--- src/rtl/instruction_fetch_if.sv ---
// Instruction memory read port: single-word request with a ready/data return.
// The fetch stage is the master; the memory (or its model) is the slave.
interface instruction_fetch_if;
    logic        mem_read;
    logic [31:0] mem_addr;
    logic        mem_ready;
    logic [31:0] mem_rdata;

    modport master (
        output mem_read,
        output mem_addr,
        input  mem_ready,
        input  mem_rdata
    );

    modport slave (
        input  mem_read,
        input  mem_addr,
        output mem_ready,
        output mem_rdata
    );
endinterface

--- src/rtl/instruction_fetch.sv ---
// Fetch stage: reads one word per fetch pulse, holds it for decode,
// and substitutes a NOP on misaligned address or memory timeout.
module instruction_fetch #(
    parameter logic [31:0] BOOT_INSTR     = 32'h0000_0013,
    parameter int          TIMEOUT_CYCLES = 16
) (
    input  logic                       clock,
    input  logic                       reset,
    input  logic                       fetch_start,
    input  logic [31:0]                instruction_addr,
    instruction_fetch_if.master        mem,
    output logic [31:0]                instruction,
    output logic                       instruction_valid,
    output logic                       fetch_busy,
    output logic                       misaligned_fault,
    output logic                       bus_fault
);

    localparam int CW = (TIMEOUT_CYCLES > 0) ? $clog2(TIMEOUT_CYCLES + 1) : 1;
    localparam int LAST_I = (TIMEOUT_CYCLES > 0) ? TIMEOUT_CYCLES - 1 : 0;
    localparam logic [CW-1:0] CNT_LAST = CW'(LAST_I);
    localparam logic [CW-1:0] CNT_MAX = {CW{1'b1}};
    localparam bit TMO_EN = (TIMEOUT_CYCLES != 0);

    typedef enum logic [1:0] {
        IDLE = 2'd0,
        REQ  = 2'd1,
        DONE = 2'd2
    } state_e;

    state_e        state_q, state_d;
    logic          read_q, read_d;
    logic [31:0]   addr_q, addr_d;
    logic [31:0]   instr_q, instr_d;
    logic          valid_q, valid_d;
    logic          busy_q, busy_d;
    logic          mis_q, mis_d;
    logic          bus_q, bus_d;
    logic [CW-1:0] cnt_q, cnt_d;

    logic in_req;
    logic accept;
    logic aligned;
    logic hit;
    logic tmo;

    assign in_req  = (state_q == REQ);
    assign accept  = fetch_start && !in_req;
    assign aligned = (instruction_addr[1:0] == 2'b00);
    assign hit     = in_req && mem.mem_ready;
    // Data arriving in the final wait cycle wins over the timeout.
    assign tmo     = in_req && !mem.mem_ready && TMO_EN && (cnt_q == CNT_LAST);

    always_ff @(posedge clock) begin
        if (reset) begin
            state_q <= IDLE;
            read_q  <= 1'b0;
            addr_q  <= 32'h0;
            instr_q <= BOOT_INSTR;
            valid_q <= 1'b0;
            busy_q  <= 1'b0;
            mis_q   <= 1'b0;
            bus_q   <= 1'b0;
            cnt_q   <= '0;
        end else begin
            state_q <= state_d;
            read_q  <= read_d;
            addr_q  <= addr_d;
            instr_q <= instr_d;
            valid_q <= valid_d;
            busy_q  <= busy_d;
            mis_q   <= mis_d;
            bus_q   <= bus_d;
            cnt_q   <= cnt_d;
        end
    end

    always_comb begin
        state_d = state_q;
        unique case (state_q)
            IDLE, DONE: begin
                if (accept) begin
                    state_d = aligned ? REQ : IDLE;
                end
            end
            REQ: begin
                if (hit) begin
                    state_d = DONE;
                end else if (tmo) begin
                    state_d = IDLE;
                end
            end
            default: state_d = IDLE;
        endcase
    end

    always_comb begin
        read_d  = read_q;
        addr_d  = addr_q;
        instr_d = instr_q;
        valid_d = valid_q;
        busy_d  = busy_q;
        mis_d   = mis_q;
        bus_d   = bus_q;
        cnt_d   = cnt_q;
        unique case (state_q)
            IDLE, DONE: begin
                if (accept) begin
                    valid_d = 1'b0;
                    mis_d   = 1'b0;
                    bus_d   = 1'b0;
                    if (!aligned) begin
                        mis_d   = 1'b1;
                        instr_d = BOOT_INSTR;
                    end else begin
                        addr_d = instruction_addr;
                        read_d = 1'b1;
                        busy_d = 1'b1;
                        cnt_d  = '0;
                    end
                end
            end
            REQ: begin
                if (hit) begin
                    instr_d = mem.mem_rdata;
                    valid_d = 1'b1;
                    read_d  = 1'b0;
                    busy_d  = 1'b0;
                end else if (tmo) begin
                    bus_d   = 1'b1;
                    instr_d = BOOT_INSTR;
                    read_d  = 1'b0;
                    busy_d  = 1'b0;
                end else if (cnt_q != CNT_MAX) begin
                    cnt_d = cnt_q + 1'b1;
                end
            end
            default: begin
                read_d = 1'b0;
                busy_d = 1'b0;
            end
        endcase
    end

    assign mem.mem_read      = read_q;
    assign mem.mem_addr      = addr_q;
    assign instruction       = instr_q;
    assign instruction_valid = valid_q;
    assign fetch_busy        = busy_q;
    assign misaligned_fault  = mis_q;
    assign bus_fault         = bus_q;

endmodule

--- src/flat_wrapper.sv ---
// flat-port wrapper written by rule: the top's interface ports become plain ports
module instruction_fetch_flat 
#(
    parameter logic [31:0] BOOT_INSTR     = 32'h0000_0013,
    parameter int          TIMEOUT_CYCLES = 16
)
  (clock, reset, fetch_start, instruction_addr, instruction, instruction_valid, fetch_busy, misaligned_fault, bus_fault, mem_mem_read, mem_mem_addr, mem_mem_ready, mem_mem_rdata);
  instruction_fetch_if mem_i ();
  input  logic clock;
  input  logic reset;
  input  logic fetch_start;
  input  logic [31:0] instruction_addr;
  output logic [31:0] instruction;
  output logic instruction_valid;
  output logic fetch_busy;
  output logic misaligned_fault;
  output logic bus_fault;
  output wire logic [$bits(mem_i.mem_read)-1:0] mem_mem_read;
  output wire logic [$bits(mem_i.mem_addr)-1:0] mem_mem_addr;
  input wire logic [$bits(mem_i.mem_ready)-1:0] mem_mem_ready;
  input wire logic [$bits(mem_i.mem_rdata)-1:0] mem_mem_rdata;
  assign mem_mem_read = mem_i.mem_read;
  assign mem_mem_addr = mem_i.mem_addr;
  assign mem_i.mem_ready = mem_mem_ready;
  assign mem_i.mem_rdata = mem_mem_rdata;
  instruction_fetch #(.BOOT_INSTR(BOOT_INSTR), .TIMEOUT_CYCLES(TIMEOUT_CYCLES)) u_core (.clock(clock), .reset(reset), .fetch_start(fetch_start), .instruction_addr(instruction_addr), .mem(mem_i), .instruction(instruction), .instruction_valid(instruction_valid), .fetch_busy(fetch_busy), .misaligned_fault(misaligned_fault), .bus_fault(bus_fault));
endmodule
--- config.mk ---
export PLATFORM = sky130hd
export DESIGN_NAME = instruction_fetch_flat
export DESIGN_NICKNAME = d
export VERILOG_FILES = /design/src/rtl/instruction_fetch_if.sv /design/src/rtl/instruction_fetch.sv /design/src/flat_wrapper.sv
export SDC_FILE = /design/constraint.sdc
export NUM_CORES = 1
export LEC_CHECK = 0
export BUFFER_PORTS_ARGS = -buffer_cell sky130_fd_sc_hd__buf_2
export CAP_MARGIN = 5
export CORE_ASPECT_RATIO = 2
export CORE_UTILIZATION = 35
export CTS_CLUSTER_DIAMETER = 100
export DETAILED_ROUTE_END_ITERATION = 16
export SYNTH_ARGS = -nofsm -noshare
export SYNTH_HDL_FRONTEND = slang
export SYNTH_SLANG_ARGS = --single-unit
export TNS_END_PERCENT = 30
--- constraint.sdc ---
create_clock -name clock -period 6 [get_ports clock]
set_input_delay 0.6 -clock clock [delete_from_list [all_inputs] [get_ports clock]]
set_output_delay 0.6 -clock clock [all_outputs]
set_load 0.05 [all_outputs]
==> metrics.log <==
[metrics] Final Power: approximately 1200 uW
[metrics] row count: 44
[metrics] number of cells produced by synthesis: around 270
[metrics] relative area change from synthesis to final layout: 42.4%
[metrics] DRC violations left: 0
[metrics] required time of the critical path: roughly 6300 ps
[metrics] TritonCTS Sinks: 75
[metrics] Die W: around 63 um
[metrics] maximum net fanout on the critical path: 11
[metrics] total detailed-routing wirelength: 6390 um
[metrics] syn nets: ~340
[metrics] area fraction of the dominant cell type after synthesis: ~58%
[metrics] quantity of gates resized following cts: 0
[metrics] post-layout net count: between 400 and 500
[metrics] fin crit period: approximately 2400 ps
[metrics] Antenna Diode Count: 0
[metrics] leakage component of the power: ~0.0017 uW
[metrics] Initial Utilization: around 36%
[metrics] drt wl/cell: around 13 um
[metrics] critical path launch point type: register
[metrics] post-synthesis cell type count: 31
[metrics] Cell Area, Synth: around 0.0026 sq mm
[metrics] Vert. Die Dim: ~120 um
[metrics] slew at the pin closest to its max-slew limit: between 1000 and 1500 ps
[metrics] RSZ-0062 raised after global routing: no
[metrics] Final ANT Viol Nets: 0
[metrics] Core ar.: 0.00721 sq mm
[metrics] TritonCTS buffer count: 9
[metrics] max-cap viol count: 0
[metrics] placed wire-length estimate: approximately 4500 um
[metrics] total power density per cell area: between 300 and 400 mW/mm^2
[metrics] number of global-route vias before repair: around 2,200
[metrics] maximum clock frequency: around 420 MHz
[metrics] leading area contributor after synthesis: sky130_fd_sc_hd__dfxtp_1
[metrics] Post-CTS Setup Inserts: 0
[metrics] combined global-route utilization of all metal layers: between 10% and 20%
[metrics] clock-pin slew of the registers on the worst-case setup and hold paths: ~60 ps
[metrics] deepest clock path buffer count: 2
[metrics] total of endpoints with negative setup slack in the final report: 0
[metrics] Synthesis Warnings: 0
[metrics] Seq/Total Area, Yosys: between 50% and 60%
[metrics] wire length of the first global-routing pass: between 10,000 and 15,000 um
[metrics] total number of vias: 2,418
[metrics] setup TNS: 0 ps
[metrics] synthesized area divided by synthesized cell count: 9.52 sq um
[metrics] weighted congestion reported at the end of routability-driven placement: 0.739
[metrics] total gr overflow: 0
[metrics] drt pass-1 iters: 4
[metrics] path type of the worst min-delay path: register to register
[metrics] largest cells by area after synthesis: sky130_fd_sc_hd__dfxtp_1, sky130_fd_sc_hd__a22o_1, sky130_fd_sc_hd__nand2_1, sky130_fd_sc_hd__a21oi_1, sky130_fd_sc_hd__clkbuf_1
[metrics] Final Hold Fails: 0
[metrics] # IOs: ~140
[metrics] max_slew headroom: 28.0%
[metrics] kind of end point of the critical path: register
[metrics] Port Buf Inserts: between 100 and 150
[metrics] hold buffer count at cts: 0
[metrics] Detailed Route Iter0 Violations: 90
[metrics] number of synthesized register bits: between 70 and 80
[metrics] run status: completed
[metrics] final worst clock skew: ~3.8 ps
[metrics] critical path class: register to register
[metrics] H-tree depth reported by CTS: 3
[metrics] fraction of layout cells with a size suffix above 1: between 30% and 40%
[metrics] Avg Vias per Cell: about 4.8
[metrics] number of antenna violations at the first check in global routing: 0
[metrics] crit share post-route: between 30 and 40%
[metrics] CTS Root Buffer Type: sky130_fd_sc_hd__clkbuf_16
[metrics] max-slew violation count: 0
[metrics] CTS tree: done
[metrics] Data arrival, critical path: 2640 ps
[metrics] Max rail drop VDD: 0.216 mV
[metrics] area of the die: a little under 0.008 sq mm
[metrics] largest net degree at the start of global routing: 43
[metrics] Skew-Pair Late Insertion Delay: 330 ps
==> critical path: stages, from the launching register on <==
cell and delay (ps):
sky130_fd_sc_hd__dfxtp_1 330, sky130_fd_sc_hd__ha_1 210, sky130_fd_sc_hd__and3_1 200, sky130_fd_sc_hd__ha_1 220, sky130_fd_sc_hd__or4b_1 680, sky130_fd_sc_hd__or4_1 520
sky130_fd_sc_hd__a21oi_1 150
==> logic make-up (layout without fill, tap and decap cells) <==
kind of cell / after synthesis / count (layout) / share of synthesized area [%]
DFF: 75 / 75 / 58.0
buffers and inverters: 25 / 160 / 3.87
adders and majority gates: 3 / 3 / 1.45
and+or+nand+nor: 90 / 90 / 15.9
AOI/OAI and AO/OA: 79 / 79 / 20.7
==> path summary, 6_finish.rpt <==
| kind | start | end | slack, ps | cells after the start |
|---|---|---|---|---|
| worst max-delay path | u_core.cnt_q[0] | u_core.cnt_q[3] | 3610 | 6 |
| worst min-delay path | u_core.instruction[0] | u_core.instruction[0] | 450 | 2 |
| worst max register to register | u_core.cnt_q[0] | u_core.cnt_q[3] | 3610 | 6 |
| worst min register to register | u_core.instruction[0] | u_core.instruction[0] | 450 | 2 |
==> Yosys cell counts <==
master and number:
sky130_fd_sc_hd__a2bb2oi_1 3, sky130_fd_sc_hd__a22o_1 29, sky130_fd_sc_hd__nand2_1 61, sky130_fd_sc_hd__or3_1 2, sky130_fd_sc_hd__a221oi_2 1, sky130_fd_sc_hd__and2_1 2, sky130_fd_sc_hd__nand3b_1 1, sky130_fd_sc_hd__nand2b_1 2
sky130_fd_sc_hd__nor4b_1 1, sky130_fd_sc_hd__o211ai_1 2, sky130_fd_sc_hd__nor3_1 1, sky130_fd_sc_hd__or4_1 2, sky130_fd_sc_hd__nor2_1 6, sky130_fd_sc_hd__a21oi_1 37, sky130_fd_sc_hd__or2_2 3, sky130_fd_sc_hd__o21ai_0 4
sky130_fd_sc_hd__or4b_2 1, sky130_fd_sc_hd__or4b_1 2, sky130_fd_sc_hd__o31ai_1 2, sky130_fd_sc_hd__and2b_1 1, sky130_fd_sc_hd__clkbuf_1 16, sky130_fd_sc_hd__and3_1 1, sky130_fd_sc_hd__nand3_1 1, sky130_fd_sc_hd__a31oi_1 1
sky130_fd_sc_hd__buf_2 2, sky130_fd_sc_hd__inv_1 6, sky130_fd_sc_hd__ha_1 3, sky130_fd_sc_hd__dfxtp_1 75, sky130_fd_sc_hd__or2b_1 1, sky130_fd_sc_hd__buf_4 1, sky130_fd_sc_hd__nor2b_1 2
==> registers in the layout, indices dropped and copies added, names as in the netlist <==
| signal | cells |
|---|---|
| u_core.instruction | 32 |
| u_core.mem.mem_addr | 32 |
| u_core.cnt_q | 5 |
| u_core.state_q | 2 |
| u_core.bus_fault | 1 |
| u_core.fetch_busy | 1 |
| u_core.instruction_valid | 1 |
| u_core.misaligned_fault | 1 |
==> final cells by class <==
cell class	instances	area, sq um
Clock buffer	12	246
Clock inverter	4	97.6
Sequential cell	75	1500
Timing Repair Buffer	138	696
Fill cell	704	3530
Inverter	6	22.5
Multi-Input combinational cell	172	1010
Tap cell	92	115
==> power by group <==
part / internal, uW / switching, uW
Clock: 418 / 194
Combinational: 33.8 / 72.2
Sequential: 509 / 5.82
==> cells in the final DEF (no fill, tap or decap), drive strengths merged, types with 2 or more instances in the layout <==
| cell | Yosys | final |
|---|---|---|
| nor2 | 6 | 6 |
| bufinv | 0 | 3 |
| nand2b | 2 | 2 |
| and2 | 2 | 2 |
| o211ai | 2 | 2 |
| a21oi | 37 | 37 |
| or4b | 3 | 3 |
| a22o | 29 | 29 |
| nor2b | 2 | 2 |
| buf | 3 | 138 |
| or3 | 2 | 2 |
| o21ai | 4 | 4 |
| o31ai | 2 | 2 |
| nand2 | 61 | 61 |
| or4 | 2 | 2 |
| inv | 6 | 6 |
| dfxtp | 75 | 75 |
| clkbuf | 16 | 12 |
| ha | 3 | 3 |
| or2 | 3 | 3 |
| a2bb2oi | 3 | 3 |
==> per-stage QoR <==
stage	cells	setup slack, ps	hold slack (ps)	utilization (%)	instance area (sq um)
2_1_floorplan	272	3800	447	-	2590
3_3_place_gp	483	3690	435	46.3	3340
3_5_place_dp	483	3650	442	46.3	3340
4_1_cts	499	3640	450	51.1	3690
5_1_grt	499	3500	465	51.1	3690
6_report	499	3610	453	51.1	3690
==> per-layer routing <==
metal / part of all wire [%] / GRT usage [%] / up-vias
met5: 0 / 0 / -
met4: 1.8 / 8.87 / 0
met3: 7.2 / 6.04 / 7
met2: 50 / 29.6 / 105
met1: 41 / 17.7 / 1107
li1: - / - / 1199
No activity file was read; power rests on OpenSTA's default activity.
